File: src/rtl/cv32e40p_hwlp_sequencer_pkg.sv
// Shared constants and types for the hardware-loop sequencer.
// Loop count, index width and register-select encoding for the configuration port.
package cv32e40p_hwlp_sequencer_pkg;

  localparam int N_HWLP      = 2;
  localparam int N_HWLP_BITS = (N_HWLP > 1) ? $clog2(N_HWLP) : 1;

  typedef enum logic [1:0] {
    HWLP_START = 2'b00,
    HWLP_END   = 2'b01,
    HWLP_CNT   = 2'b10
  } hwlp_sel_e;

  // Instruction addresses are halfword aligned, so bit 0 is never stored.
  function automatic logic [31:0] hwlp_align(input logic [31:0] addr);
    return {addr[31:1], 1'b0};
  endfunction

endpackage

File: src/rtl/cv32e40p_hwlp_sequencer_if.sv
// Bundle of the configuration port and the ID/IF-side loop signals.
// The master drives configuration and ID inputs; the sequencer is the slave.
interface cv32e40p_hwlp_sequencer_if
  import cv32e40p_hwlp_sequencer_pkg::*;
#(
  parameter int ADDR_W = 32
);

  logic                   cfg_we_i;
  logic [1:0]             cfg_sel_i;
  logic [N_HWLP_BITS-1:0] cfg_idx_i;
  logic [31:0]            cfg_wdata_i;
  logic [31:0]            cfg_rdata_o;
  logic                   id_valid_i;
  logic [ADDR_W-1:0]      id_pc_i;
  logic                   hwlp_clear_i;
  logic                   hwlp_jump_o;
  logic [ADDR_W-1:0]      hwlp_target_o;
  logic [N_HWLP-1:0]      hwlp_active_o;

  modport master (
    output cfg_we_i, cfg_sel_i, cfg_idx_i, cfg_wdata_i,
    output id_valid_i, id_pc_i, hwlp_clear_i,
    input  cfg_rdata_o, hwlp_jump_o, hwlp_target_o, hwlp_active_o
  );

  modport slave (
    input  cfg_we_i, cfg_sel_i, cfg_idx_i, cfg_wdata_i,
    input  id_valid_i, id_pc_i, hwlp_clear_i,
    output cfg_rdata_o, hwlp_jump_o, hwlp_target_o, hwlp_active_o
  );

endinterface

File: src/rtl/cv32e40p_hwlp_slot.sv
// One hardware loop: start/end/count registers, index-local write decode,
// and the end-of-body match seen by the priority chain in the top level.
module cv32e40p_hwlp_slot
  import cv32e40p_hwlp_sequencer_pkg::*;
#(
  parameter int IDX    = 0,
  parameter int ADDR_W = 32,
  parameter int CNT_W  = 32
) (
  input  logic                   clk,
  input  logic                   rst_n,
  input  logic                   cfg_we,
  input  logic [1:0]             cfg_sel,
  input  logic [N_HWLP_BITS-1:0] cfg_idx,
  input  logic [31:0]            cfg_wdata,
  input  logic                   clear,
  input  logic                   id_valid,
  input  logic [ADDR_W-1:0]      id_pc,
  input  logic                   dec,
  output logic [ADDR_W-1:0]      start_addr,
  output logic [ADDR_W-1:0]      end_addr,
  output logic [CNT_W-1:0]       cnt,
  output logic                   match,
  output logic                   cnt_one,
  output logic                   active
);

  logic [ADDR_W-1:0] start_reg, start_next;
  logic [ADDR_W-1:0] end_reg, end_next;
  logic [CNT_W-1:0]  cnt_reg, cnt_next;
  logic [ADDR_W-1:0] wdata_addr;
  logic              sel_hit;
  logic              we_start, we_end, we_cnt;

  assign wdata_addr = ADDR_W'(hwlp_align(cfg_wdata));
  assign sel_hit    = cfg_we && (cfg_idx == N_HWLP_BITS'(IDX));
  assign we_start   = sel_hit && (cfg_sel == HWLP_START);
  assign we_end     = sel_hit && (cfg_sel == HWLP_END);
  assign we_cnt     = sel_hit && (cfg_sel == HWLP_CNT);

  always_comb begin
    start_next = start_reg;
    end_next   = end_reg;
    cnt_next   = cnt_reg;
    if (we_start) start_next = wdata_addr;
    if (we_end)   end_next   = wdata_addr;
    // Clear beats a count write, which beats the loop-end decrement.
    if (clear) begin
      cnt_next = '0;
    end else if (we_cnt) begin
      cnt_next = CNT_W'(cfg_wdata);
    end else if (dec && (cnt_reg != '0)) begin
      cnt_next = cnt_reg - CNT_W'(1);
    end
  end

  always_ff @(posedge clk or negedge rst_n) begin
    if (!rst_n) begin
      start_reg <= '0;
      end_reg   <= '0;
      cnt_reg   <= '0;
    end else begin
      start_reg <= start_next;
      end_reg   <= end_next;
      cnt_reg   <= cnt_next;
    end
  end

  assign start_addr = start_reg;
  assign end_addr   = end_reg;
  assign cnt        = cnt_reg;
  assign active     = (cnt_reg != '0);
  assign cnt_one    = (cnt_reg == CNT_W'(1));
  assign match      = id_valid && active && (id_pc == end_reg);

endmodule

File: src/rtl/cv32e40p_hwlp_sequencer.sv
// Zero-overhead loop sequencer: watches the retiring ID pc against each loop end
// and redirects fetch to the loop start while the count allows another pass.
module cv32e40p_hwlp_sequencer
  import cv32e40p_hwlp_sequencer_pkg::*;
#(
  parameter int ADDR_W = 32,
  parameter int CNT_W  = 32
) (
  input logic                      clk,
  input logic                      rst_n,
  cv32e40p_hwlp_sequencer_if.slave bus
);

  logic [N_HWLP-1:0] match;
  logic [N_HWLP-1:0] cnt_one;
  logic [N_HWLP-1:0] active;
  logic [N_HWLP-1:0] dec;
  logic [N_HWLP-1:0] jump_cand;
  logic [ADDR_W-1:0] start_addr [N_HWLP];
  logic [ADDR_W-1:0] end_addr   [N_HWLP];
  logic [CNT_W-1:0]  cnt        [N_HWLP];
  logic [ADDR_W-1:0] target;
  logic [31:0]       rdata;
  logic              fall_through;

  genvar gi;
  generate
    for (gi = 0; gi < N_HWLP; gi++) begin : g_slot
      cv32e40p_hwlp_slot #(
        .IDX    (gi),
        .ADDR_W (ADDR_W),
        .CNT_W  (CNT_W)
      ) u_slot (
        .clk        (clk),
        .rst_n      (rst_n),
        .cfg_we     (bus.cfg_we_i),
        .cfg_sel    (bus.cfg_sel_i),
        .cfg_idx    (bus.cfg_idx_i),
        .cfg_wdata  (bus.cfg_wdata_i),
        .clear      (bus.hwlp_clear_i),
        .id_valid   (bus.id_valid_i),
        .id_pc      (bus.id_pc_i),
        .dec        (dec[gi]),
        .start_addr (start_addr[gi]),
        .end_addr   (end_addr[gi]),
        .cnt        (cnt[gi]),
        .match      (match[gi]),
        .cnt_one    (cnt_one[gi]),
        .active     (active[gi])
      );
      // A match on its final pass hands the same end address on to the next outer loop.
      assign jump_cand[gi] = dec[gi] && !cnt_one[gi];
    end
  endgenerate

  always_comb begin
    dec          = '0;
    fall_through = 1'b1;
    for (int i = 0; i < N_HWLP; i++) begin
      dec[i]       = match[i] && fall_through;
      fall_through = fall_through && (!match[i] || cnt_one[i]);
    end
  end

  always_comb begin
    target = '0;
    for (int i = N_HWLP - 1; i >= 0; i--) begin
      if (jump_cand[i]) target = start_addr[i];
    end
  end

  always_comb begin
    rdata = '0;
    for (int i = 0; i < N_HWLP; i++) begin
      if (bus.cfg_idx_i == N_HWLP_BITS'(i)) begin
        case (bus.cfg_sel_i)
          HWLP_START: rdata = 32'(start_addr[i]);
          HWLP_END:   rdata = 32'(end_addr[i]);
          HWLP_CNT:   rdata = 32'(cnt[i]);
          default:    rdata = '0;
        endcase
      end
    end
  end

  assign bus.hwlp_jump_o   = |jump_cand;
  assign bus.hwlp_target_o = target;
  assign bus.hwlp_active_o = active;
  assign bus.cfg_rdata_o   = rdata;

endmodule

File: src/flat_wrapper.sv
// flat-port wrapper written by rule: the top's interface ports become plain ports
module cv32e40p_hwlp_sequencer_flat import cv32e40p_hwlp_sequencer_pkg::*;
#(
  parameter int ADDR_W = 32,
  parameter int CNT_W  = 32
)
  (clk, rst_n, bus_cfg_we_i, bus_cfg_sel_i, bus_cfg_idx_i, bus_cfg_wdata_i, bus_id_valid_i, bus_id_pc_i, bus_hwlp_clear_i, bus_cfg_rdata_o, bus_hwlp_jump_o, bus_hwlp_target_o, bus_hwlp_active_o);
  cv32e40p_hwlp_sequencer_if #(.ADDR_W(ADDR_W)) bus_i ();
  input logic clk;
  input logic rst_n;
  input wire logic [$bits(bus_i.cfg_we_i)-1:0] bus_cfg_we_i;
  input wire logic [$bits(bus_i.cfg_sel_i)-1:0] bus_cfg_sel_i;
  input wire logic [$bits(bus_i.cfg_idx_i)-1:0] bus_cfg_idx_i;
  input wire logic [$bits(bus_i.cfg_wdata_i)-1:0] bus_cfg_wdata_i;
  input wire logic [$bits(bus_i.id_valid_i)-1:0] bus_id_valid_i;
  input wire logic [$bits(bus_i.id_pc_i)-1:0] bus_id_pc_i;
  input wire logic [$bits(bus_i.hwlp_clear_i)-1:0] bus_hwlp_clear_i;
  output wire logic [$bits(bus_i.cfg_rdata_o)-1:0] bus_cfg_rdata_o;
  output wire logic [$bits(bus_i.hwlp_jump_o)-1:0] bus_hwlp_jump_o;
  output wire logic [$bits(bus_i.hwlp_target_o)-1:0] bus_hwlp_target_o;
  output wire logic [$bits(bus_i.hwlp_active_o)-1:0] bus_hwlp_active_o;
  assign bus_i.cfg_we_i = bus_cfg_we_i;
  assign bus_i.cfg_sel_i = bus_cfg_sel_i;
  assign bus_i.cfg_idx_i = bus_cfg_idx_i;
  assign bus_i.cfg_wdata_i = bus_cfg_wdata_i;
  assign bus_i.id_valid_i = bus_id_valid_i;
  assign bus_i.id_pc_i = bus_id_pc_i;
  assign bus_i.hwlp_clear_i = bus_hwlp_clear_i;
  assign bus_cfg_rdata_o = bus_i.cfg_rdata_o;
  assign bus_hwlp_jump_o = bus_i.hwlp_jump_o;
  assign bus_hwlp_target_o = bus_i.hwlp_target_o;
  assign bus_hwlp_active_o = bus_i.hwlp_active_o;
  cv32e40p_hwlp_sequencer #(.ADDR_W(ADDR_W), .CNT_W(CNT_W)) u_core (.clk(clk), .rst_n(rst_n), .bus(bus_i));
endmodule
File: config.mk
export PLATFORM = sky130hd
export DESIGN_NAME = cv32e40p_hwlp_sequencer_flat
export DESIGN_NICKNAME = d
export VERILOG_FILES = /design/src/rtl/cv32e40p_hwlp_sequencer_pkg.sv /design/src/rtl/cv32e40p_hwlp_sequencer_if.sv /design/src/rtl/cv32e40p_hwlp_slot.sv /design/src/rtl/cv32e40p_hwlp_sequencer.sv /design/src/flat_wrapper.sv
export SDC_FILE = /design/constraint.sdc
export NUM_CORES = 1
export LEC_CHECK = 0
export BUFFER_PORTS_ARGS = -buffer_cell sky130_fd_sc_hd__buf_2
export CAP_MARGIN = 0
export CORE_MARGIN = 2
export CORE_UTILIZATION = 59
export DETAILED_ROUTE_END_ITERATION = 6
export GPL_TIMING_DRIVEN = 0
export PLACE_DENSITY = 0.81
export SYNTH_ARGS = -nofsm -noshare
export SYNTH_HDL_FRONTEND = slang
export SYNTH_SLANG_ARGS = --single-unit
File: constraint.sdc
create_clock -name clk -period 9.3 [get_ports clk]
set_input_delay 0 -clock clk [delete_from_list [all_inputs] [get_ports clk]]
set_output_delay 0 -clock clk [all_outputs]
set_load 0.02 [all_outputs]
# --- Yosys cells after proc, flatten, opt, wreduce, memory -nomap -nowiden ---
# Cells that the tools add are included.
classes:
  n_mux: 11
  reduce_logical: 27
  bitwise_logic: 1
  n_eq_ne: 6
  addsub: 2
ops:
  columns: ["operator", "n"]
  rows:
  - ["$mux 32", 9]
  - ["$pmux 32 s3", 2]
  - ["$eq 32x1->1 const B", 2]
  - ["$eq 32x32->1", 2]
  - ["$reduce_bool 32->1", 2]
  - ["$sub 32x1->32 const B", 2]
  - ["$logic_and 1x1->1", 17]
  - ["$reduce_bool 3->1", 2]
  - ["$logic_not 1->1", 3]
  - ["$eq 2x1->1 const B", 1]
  - ["$eq 2x2->1 const B", 1]
  - ["$logic_not 2->1", 1]
  - ["$reduce_or 2->1", 1]
  - ["$logic_or 1x1->1", 1]
  - ["$not 1->1", 1]
word_totals:
  in_bits: 72
  output_inout_bits: 67
  ff_bits: 188
  elab_cells: 53

# --- Logic depth before layout (Yosys ltp) ---
# Gate-level depths: netlist (run 1).
depth:
  word_depth: 10
  depth_mapped: 11
  depth_no_buf: 9

# --- Modules after synthesis ---
# From an unflattened synthesis (run 1), not the netlist that was laid out.
unflattened:
  hier_cells: 1143
  area_unflattened_um2: 11768.8
modules_own_cells:
  columns: ["mod", "cells_each", "area_per_inst_um2", "instances"]
  rows:
  - ["cv32e40p_hwlp_slot (u_core.g_slot[1].u_slot)", 420, 4794.6, 1]
  - ["cv32e40p_hwlp_slot (u_core.g_slot[0].u_slot)", 415, 4789.6, 1]
  - ["cv32e40p_hwlp_sequencer", 308, 2184.6, 1]

# --- Least setup slack after synthesis (run 1) ---
# OpenSTA, ideal clock, no wires.
synth_timing:
  kind: "reg-to-reg"
  from: "register u_core.g_slot[0].u_slot.cnt_reg[7]"
  to: "register u_core.g_slot[1].u_slot.cnt_reg[25]"
  arrival_time_ps: 2968
  setup_slack_ps: 6233
  stages_incl_launch_ff: 8
  period_less_slack_ps: 3067
  path_cell_list: "dfrtp_1 -> or4_4 -> or4_4 -> nor4_4 -> a211oi_4 -> or3_4 -> or4_1 -> a311oi_1"
synth_between:
  elab_chain_len: 8
synth_rtl:
  columns: ["element", "line_no", "source"]
  rows:
  - ["start, declared", "cv32e40p_hwlp_slot.sv:30", "logic [CNT_W-1:0] cnt_reg, cnt_next;"]
  - ["start signal, assigned", "cv32e40p_hwlp_slot.sv:65", "cnt_reg <= cnt_next;"]
  - ["$reduce_bool 32->1", "cv32e40p_hwlp_slot.sv:72", "assign active = (cnt_reg != '0);"]
  - ["$logic_and 1x1->1 (2 in a row)", "cv32e40p_hwlp_slot.sv:74", "assign match = id_valid && active && (id_pc == end_reg);"]
  - ["$logic_not 1->1", "cv32e40p_hwlp_sequencer.sv:61", "fall_through = fall_through && (!match[i] || cnt_one[i]);"]
  - ["$logic_or 1x1->1 (*)", "cv32e40p_hwlp_sequencer.sv:61", null]
  - ["$logic_and 1x1->1 (*)", "cv32e40p_hwlp_sequencer.sv:60", "dec[i] = match[i] && fall_through;"]
  - ["$logic_and 1x1->1 (*)", "cv32e40p_hwlp_slot.sv:52", "end else if (dec && (cnt_reg != '0)) begin"]
  - ["$reduce_bool 3->1 (no source line) (*)", null, null]
  - ["end signal, assigned", "cv32e40p_hwlp_slot.sv:65", null]
  - ["end, declared", "cv32e40p_hwlp_slot.sv:30", null]
# Mark *: on every way between the ends. The rest lies on a longest branch, timed or not.
# A chain may end at the register's enable or synchronous reset.

# --- Final worst setup path (run 1) ---
layout_timing:
  from: "register u_core.g_slot[1].u_slot.end_reg[8]"
  to: "output port bus_hwlp_target_o[20]"
layout_between:
  elab_chain_len: 6
layout_rtl:
  columns: ["element", "line_no", "source"]
  rows:
  - ["start, declared", "cv32e40p_hwlp_slot.sv:29", "logic [ADDR_W-1:0] end_reg, end_next;"]
  - ["start signal, assigned", "cv32e40p_hwlp_slot.sv:64", "end_reg <= end_next;"]
  - ["$eq 32x32->1", "cv32e40p_hwlp_slot.sv:74", null]
  - ["$logic_and 1x1->1", "cv32e40p_hwlp_slot.sv:74", null]
  - ["$logic_and 1x1->1", "cv32e40p_hwlp_sequencer.sv:60", null]
  - ["$logic_and 1x1->1", "cv32e40p_hwlp_sequencer.sv:52", "assign jump_cand[gi] = dec[gi] && !cnt_one[gi];"]
  - ["$mux 32 (2 in a row)", "cv32e40p_hwlp_sequencer.sv:68", "if (jump_cand[i]) target = start_addr[i];"]
  - ["end, declared", "flat_wrapper.sv:20", "output wire logic [$bits(bus_i.hwlp_target_o)-1:0] bus_hwlp_target_o;"]
# Every way passes these cells.

==> results of run 1 <==
-- stage by stage --
step                instance area (µm²)  hold WS (ns)  std cells
finish                            13300        0.0470       1614
detailed placement                12300       0.00706       1549
global placement                  12300         0.308       1548
global route                      13300        0.0961       1614
floorplan                         11300        -0.296       1179
CTS                               13300        0.0352       1614
-- logic make-up after synthesis --
family	share of synthesized area
AO/OA/AOI/OAI	0.175
buffers and inverters	0.0507
multiplexers	0.130
other	0.000332
adder cells (fa/ha/maj)	0.00553
flip-flops	0.416
AND/OR/NAND/NOR	0.150
XOR/XNOR	0.0736
-- power groups by stage --
stage | Clock, mW | Sequential, mW | Combinational (mW)
after floorplan | 0 | 1.04 | 0.342
after global placement | 0 | 1.07 | 0.508
after detailed placement | 0 | 1.08 | 0.518
after CTS | 0.821 | 1.06 | 0.532
after global routing | 0.853 | 1.08 | 0.585
final | 0.826 | 1.07 | 0.549
-- worst max-delay path by stage --
stage	cells after the start	slack (ns)	end
4_1_cts	9	4.97	bus_hwlp_target_o[20]
2_1_floorplan	7	6.23	u_core.g_slot[1].u_slot.cnt[25]
6_report	9	4.72	bus_hwlp_target_o[20]
3_5_place_dp	9	5.45	bus_hwlp_target_o[20]
5_1_grt	9	4.73	bus_hwlp_target_o[11]
3_3_place_gp	1	5.10	u_core.g_slot[1].u_slot.start_addr[4]
-- routing by layer --
layer,wire length (µm),track usage,up-vias
li1,-,-,4693
met1,16300,0.570,5391
met2,18100,0.630,866
met3,4860,0.104,190
met4,3320,0.272,0
met5,0,0,-
-- placed cells by master (no fill, tap or decap), drive strengths merged, types with 3 or more instances in the layout --
| cell | Yosys | routed |
|---|---|---|
| dfrtp | 188 | 188 |
| xor2 | 47 | 47 |
| bufinv | 0 | 4 |
| inv | 57 | 63 |
| nand3 | 16 | 16 |
| o21ai | 70 | 70 |
| or4 | 17 | 17 |
| nand4 | 18 | 18 |
| o22ai | 3 | 3 |
| or2 | 9 | 9 |
| a311oi | 24 | 24 |
| nand2b | 11 | 11 |
| o211ai | 32 | 32 |
| o41ai | 4 | 4 |
| a211oi | 35 | 35 |
| dlygate4sd3 | 0 | 33 |
| a221oi | 24 | 24 |
| and3 | 4 | 4 |
| nor4 | 35 | 35 |
| nor2 | 103 | 103 |
| o31ai | 5 | 5 |
| xnor2 | 48 | 48 |
| nand2 | 72 | 72 |
| a22o | 31 | 31 |
| clkbuf | 75 | 94 |
| mux2i | 34 | 34 |
| o221a | 6 | 6 |
| buf | 16 | 152 |
| a21oi | 37 | 37 |
| or3 | 20 | 20 |
| mux2 | 100 | 100 |
| nor3 | 10 | 10 |
| ha | 5 | 5 |
-- critical path: stages (launching register included) --
cell	delay [ns]
dfrtp_1	0.43
xnor2_1	0.45
nand4_1	0.23
nor4_1	0.68
nand3_1	0.51
or2_2	0.47
a31oi_1	0.57
buf_2	0.41
a22o_1	0.18
buf_2	0.18
-- what timing repair did --
item | in CTS | in global routing
setup buffers | 0 | 0
endpoints found under the hold margin | 256 | 0
hold buffers | 33 | 0
-- final cells by class --
class                           count  area share
Buffer                             91      0.0270
Clock buffer                       19      0.0333
Clock inverter                     13      0.0152
Inverter                           57      0.0161
Multi-Input combinational cell    843       0.454
Sequential cell                   188       0.354
Tap cell                          234      0.0220
Timing Repair Buffer              169      0.0785
==> run summary, run 1 <==
Status -> finished, final reports clean
RR Startpoint -> u_core.g_slot[1].u_slot.end_addr[8]
Fin. Hold Viols -> 0
DRT iter0 DRCs -> 1556
Number of synthesized flops with an enable pin -> 0
Reg2Reg Depth -> 8
H-Tree Depth -> 4
Terminus of the critical flop-to-flop path -> u_core.g_slot[1].u_slot.cnt[13]
Net Sw Frac -> 0.329
Synth warn -> 0
Hold_sp -> bus_cfg_we_i
PostCTS Resize Cnt -> 0
Max-capacitance violation count -> 0
Startpoint Class -> register
I/O Pins -> 139
GP Congestion -> 1.05
Initial Util -> 0.603
Clk pin slew, worst setup/hold paths -> 0.07 ns
Antenna Cells -> 0
Worst hold path type -> input pin to register
Setup WS post-layout -> 4.72 ns
Internal power -> 1.64 mW
Worst-Skew Late Latency -> 0.45 ns
Hold Path Depth -> 5
Die width -> 142 µm
Final Critical Period -> 4.58 ns
Pwr/cell area -> 184 nW/µm²
Period utilization -> 0.492
Clock skew -> 0.0106 ns
Worst Hold End -> u_core.g_slot[0].u_slot.cnt[1]
Final max-slew violation count -> 0
Max VDD drop -> 0.156 mV
Clock sinks -> 188
WL/cell -> 26.4 µm
Die area -> 20300 µm²
Fraction of layout instances using a drive strength above 1 -> 0.217
R2r setup slk -> 5.56 ns
Routed WL -> 42.5 mm
Switching Power -> 805 µW
Layout area overhead -> 17.5%
Critical Path AT -> 4.58 ns
Clock share of power -> 0.338
Net Count, Synth -> 1256
Synth Instances -> 1179
Distinct cell type count of the synthesized netlist -> 59
Synth area leaders -> dfrtp_1, mux2_2, xnor2_1
Reg power frac -> 0.438
Post-synth top area cell -> dfrtp_1
CTS max path bufs -> 2
Most frequent cell after synthesis -> dfrtp_1
Synth top area share -> 0.416
Sequential fraction of the synthesis area -> 0.416
Initial antenna violation count -> 0
Port buffer count -> 135
Worst-margin pin slew -> 1.02 ns
Vias in the first global route -> 10501
Comb power frac -> 0.225
Final core occ -> 0.708
DR vias -> 11140
Avg Cell Area, Syn -> 9.59 µm²
Pin count of the biggest net entering global routing -> 118
Post-DP HPWL -> 31.1 mm
Fillers -> 1454
Post-synthesis cell area -> 11300 µm²
Max reg flops -> 64
CP endpoint kind -> primary output
Die height -> 142 µm
Ys flop type -> dfrtp_1
Pre-CTS setup slack -> 5.45 ns
CTS Root Cell -> clkbuf_16
GR Overflow Total -> 0
Overall routing resource usage -> 0.429
Multi-input gate area -> 6030 µm²
NumNets Final -> 1444
Asr flop ratio synth -> 1.00
Seq. cell area -> 4700 µm²
Post-synth top cells -> dfrtp_1, nor2_1, mux2_2, clkbuf_1, nand2_1
First-pass GRT wire length -> 64.0 mm
RSZ-0062 raised after global routing -> no
PnR Total Power -> 2.45 mW
Worst Path Max Fanout -> 10
Max_slew headroom -> 0.319
Leak pwr -> 5.68 nW
Count of final setup violators -> 0
DRC violations left -> 0
Core area -> 18800 µm²
Final antenna-violating net count -> 0
Via density -> 6.90
Crit path required time -> 9.30 ns
CTS tree -> yes
Fmax -> 0.218 GHz
Worst setup path category -> register to primary output
Clock buffers created by TritonCTS -> 17
Row cnt -> 50
Critical Path Start -> u_core.g_slot[1].u_slot.end_addr[8]
TritonRoute pass-1 iters -> 7
Synth Register Bits -> 188
Setup TNS Final -> 0 ns
(Power assumes the default switching activity.)
==> run 2, diff against run 1 <==
--- a/config.mk
+++ b/config.mk
@@ -8,10 +8,10 @@
 export BUFFER_PORTS_ARGS = -buffer_cell sky130_fd_sc_hd__buf_2
 export CAP_MARGIN = 0
 export CORE_MARGIN = 2
-export CORE_UTILIZATION = 59
+export CORE_UTILIZATION = 53
 export DETAILED_ROUTE_END_ITERATION = 6
 export GPL_TIMING_DRIVEN = 0
-export PLACE_DENSITY = 0.81
+export PLACE_DENSITY = 0.77
 export SYNTH_ARGS = -nofsm -noshare
 export SYNTH_HDL_FRONTEND = slang
 export SYNTH_SLANG_ARGS = --single-unit
==> constraint.sdc (replaced) <==
create_clock -name clk -period 3.7 [get_ports clk]
set_input_delay 0 -clock clk [delete_from_list [all_inputs] [get_ports clk]]
set_output_delay 0 -clock clk [all_outputs]
set_load 0.02 [all_outputs]
==> run 2 against run 1 <==
  * Final cell count increased by 2.9%
  * Clock skew rose by 0.0042 ns
  * Setup slack got worse by 4.7 ns
  * Combinational power rose to 2.5 times the previous value
  * Clock-buffer cell count up 2
  * Die area rose by 11%
  * Global-route usage fell by 3.9 points
  * Hold slack improved by 0.0062 ns
  * Critical path type unchanged
  * Design area grew 1.1%
  * Clock power increased by 120%
  * Core utilization down 6.7 points
==> run summary, run 2 (synthesis results as in run 1) <==
Status -> finished, final reports clean
Hold_sp -> bus_cfg_we_i
Initial Util -> 0.540 (-0.0629)
CTS Root Cell -> clkbuf_16
Leak pwr -> 5.72 nW (+0.59%)
Clk pin slew, worst setup/hold paths -> 0.08 ns (about the same)
I/O Pins -> 139 (unchanged)
Max reg flops -> 64 (unchanged)
Die area -> 22500 µm² (+11%)
Terminus of the critical flop-to-flop path -> u_core.g_slot[0].u_slot.cnt[8]
Fin. Hold Viols -> 0 (unchanged)
Seq. cell area -> 4700 µm² (unchanged)
Via density -> 6.64 (-3.8%)
Clock share of power -> 0.311 (-0.027)
Reg power frac -> 0.455 (+0.017)
Worst Path Max Fanout -> 7 (-3)
GP Congestion -> 1.01 (-4.0%)
TritonRoute pass-1 iters -> 6 (-1)
Placed cells -> 1590 (+2.6%)
Worst setup path category -> register to primary output
Fillers -> 1766 (+21%)
Startpoint Class -> register
H-Tree Depth -> 4 (unchanged)
Fraction of layout instances using a drive strength above 1 -> 0.227 (+0.0106)
Clock buffers created by TritonCTS -> 17 (unchanged)
WL met2 -> 18.9 mm (+4.9%)
Net Sw Frac -> 0.338 (+0.00893)
Worst Hold End -> u_core.g_slot[1].u_slot.end_addr[31]
Worst-Skew Late Latency -> 0.45 ns (about the same)
Max-capacitance violation count -> 0 (unchanged)
Commonest non-fill, non-tap cell in the layout -> dfrtp_1
Initial antenna violation count -> 0 (unchanged)
Layout area overhead -> 18.8%
Antenna Cells -> 0 (unchanged)
Worst-margin pin slew -> 1.05 ns (+0.0331 ns)
Final instance count without filler cells -> 1661 (+2.9%)
Most frequent cells in the layout -> dfrtp_1, buf_2, nor2_1
Overall routing resource usage -> 0.390 (-0.0387)
Vias in the first global route -> 10685 (+1.8%)
Pwr/cell area -> 442 nW/µm² (+140%)
Routed WL -> 43.4 mm (+2.0%)
DR vias -> 11030 (-0.99%)
Count of final setup violators -> 0 (unchanged)
GR Overflow Total -> 0 (unchanged)
CTS max path bufs -> 2 (unchanged)
Clock sinks -> 188 (unchanged)
Port buffer count -> 135 (unchanged)
Worst hold path type -> input pin to register
Top Layer Used -> met4
Setup TNS Final -> 0 ns (unchanged)
RR Startpoint -> u_core.g_slot[0].u_slot.end_addr[22]
Post-DP HPWL -> 31.7 mm (+1.8%)
Final Critical Period -> 3.65 ns
WL/cell -> 26.1 µm (-0.91%)
Internal power -> 3.93 mW (+140%)
Period utilization -> 0.985
Fmax -> 0.274 GHz
Met3 routed WL -> 4.43 mm (-8.7%)
R2r setup slk -> 0.09 ns (-5.47 ns)
NumNets Final -> 1451 (+0.48%)
Final max-slew violation count -> 0 (unchanged)
Comb power frac -> 0.234 (+0.009)
Core area -> 21000 µm² (+12%)
Multi-input gate area -> 6090 µm² (+0.93%)
Die width -> 150 µm (+5.4%)
Crit path required time -> 3.70 ns (-5.60 ns)
CTS tree -> yes
Hold Path Depth -> 3 (-2)
Row cnt -> 53 (+6.0%)
Max VDD drop -> 0.294 mV (+89%)
Max_slew headroom -> 0.297 (-0.0221)
CP endpoint kind -> primary output
Clock skew -> 0.0148 ns (+0.00420 ns)
DRC violations left -> 0 (unchanged)
DRT iter0 DRCs -> 1250 (-20%)
Critical Path AT -> 3.65 ns (-0.93 ns)
DRT met1 WL -> 16.8 mm (+3.2%)
First-pass GRT wire length -> 64.3 mm (+0.33%)
Switching Power -> 2.01 mW (+150%)
Pin count of the biggest net entering global routing -> 114 (-3.4%)
Reg2Reg Depth -> 8 (unchanged)
Die height -> 150 µm (+5.4%)
Final antenna-violating net count -> 0 (unchanged)
## run 2: changes by cell type in the layout (fill, tap and decap cells not counted), moves of 2 or more
cell | previous run | this run
buf_2 | 139 | 134
bufinv_16 | 4 | 1
nor4_2 | 1 | 3
clkbuf_2 | 0 | 4
nor4_1 | 32 | 30
clkbuf_1 | 76 | 73
buf_4 | 3 | 10
buf_6 | 0 | 2
inv_8 | 2 | 0
## run 2: repair_timing
| item | in CTS | in global routing |
|---|---|---|
| endpoints found under the setup margin | 32 | 31 |
| gates cloned | 0 | 2 |
| pin swaps | 1 | 2 |
| endpoints found under the hold margin | 261 | 0 |
| hold buffers | 33 | 0 |
| resized for setup | 11 | 14 |
| setup buffers | 1 | 4 |
## run 2: worst max-delay path, cell delays in order (launching register included)
cell      delay, ns
dfrtp_1        0.42
or4_4          0.58
or4_4          0.46
nor4_4         0.37
a211oi_4       0.15
or2_2          0.36
a31oi_4        0.18
buf_12         0.17
buf_8          0.14
a22o_1         0.18
buf_2          0.18
## run 2: how the worst max path moves through the flow
stage,end,start,cells after the start,slack [ns]
after detailed placement,bus_hwlp_target_o[20],u_core.g_slot[1].u_slot.end_addr[8],9,-0.16
after CTS,bus_hwlp_target_o[6],u_core.g_slot[0].u_slot.cnt[6],9,0.01
after global placement,u_core.g_slot[1].u_slot.start_addr[5],rst_n,1,-0.58
after floorplan,u_core.g_slot[1].u_slot.cnt[25],u_core.g_slot[0].u_slot.cnt[7],7,0.63
after global routing,bus_hwlp_target_o[30],u_core.g_slot[0].u_slot.cnt[14],10,-0.0008
final,bus_hwlp_target_o[20],u_core.g_slot[0].u_slot.cnt[14],10,0.05
## run 2: layout make-up
cell class | instances | area share
clock buffers | 21 | 0.0343
plain buffers | 91 | 0.0288
inverters | 57 | 0.0159
multi-input cells | 843 | 0.453
well taps | 275 | 0.0256
clock inverters | 10 | 0.00792
flip-flops and latches | 188 | 0.350
repair buffers | 176 | 0.0842
## run 2: power by group through the flow
stage / logic (mW) / clock network [mW] / registers (mW)
final: 1.39 / 1.85 / 2.70
after global routing: 1.48 / 1.93 / 2.72
after CTS: 1.35 / 1.85 / 2.68
after detailed placement: 1.31 / 0 / 2.72
after global placement: 1.28 / 0 / 2.71
after floorplan: 0.859 / 0 / 2.61
## run 2: per-layer routing
metal	vias up	GRT usage
li1	4694	-
met1	5358	0.518
met2	795	0.591
met3	183	0.0726
met4	0	0.242
met5	-	0
## run 2: stage by stage
stage / power (mW) / utilization / area, µm² / setup WS [ns] / hold slack, ns
3_5_place_dp: 4.03 / 0.590 / 12400 / -0.164 / 0.0226
3_3_place_gp: 3.98 / 0.588 / 12300 / -0.575 / 0.308
2_1_floorplan: 3.46 / - / 11300 / 0.633 / -0.296
4_1_cts: 5.88 / 0.635 / 13300 / 0.0103 / 0.0414
5_1_grt: 6.14 / 0.641 / 13400 / -0.000830 / 0.0808
6_report: 5.94 / 0.641 / 13400 / 0.0539 / 0.0533
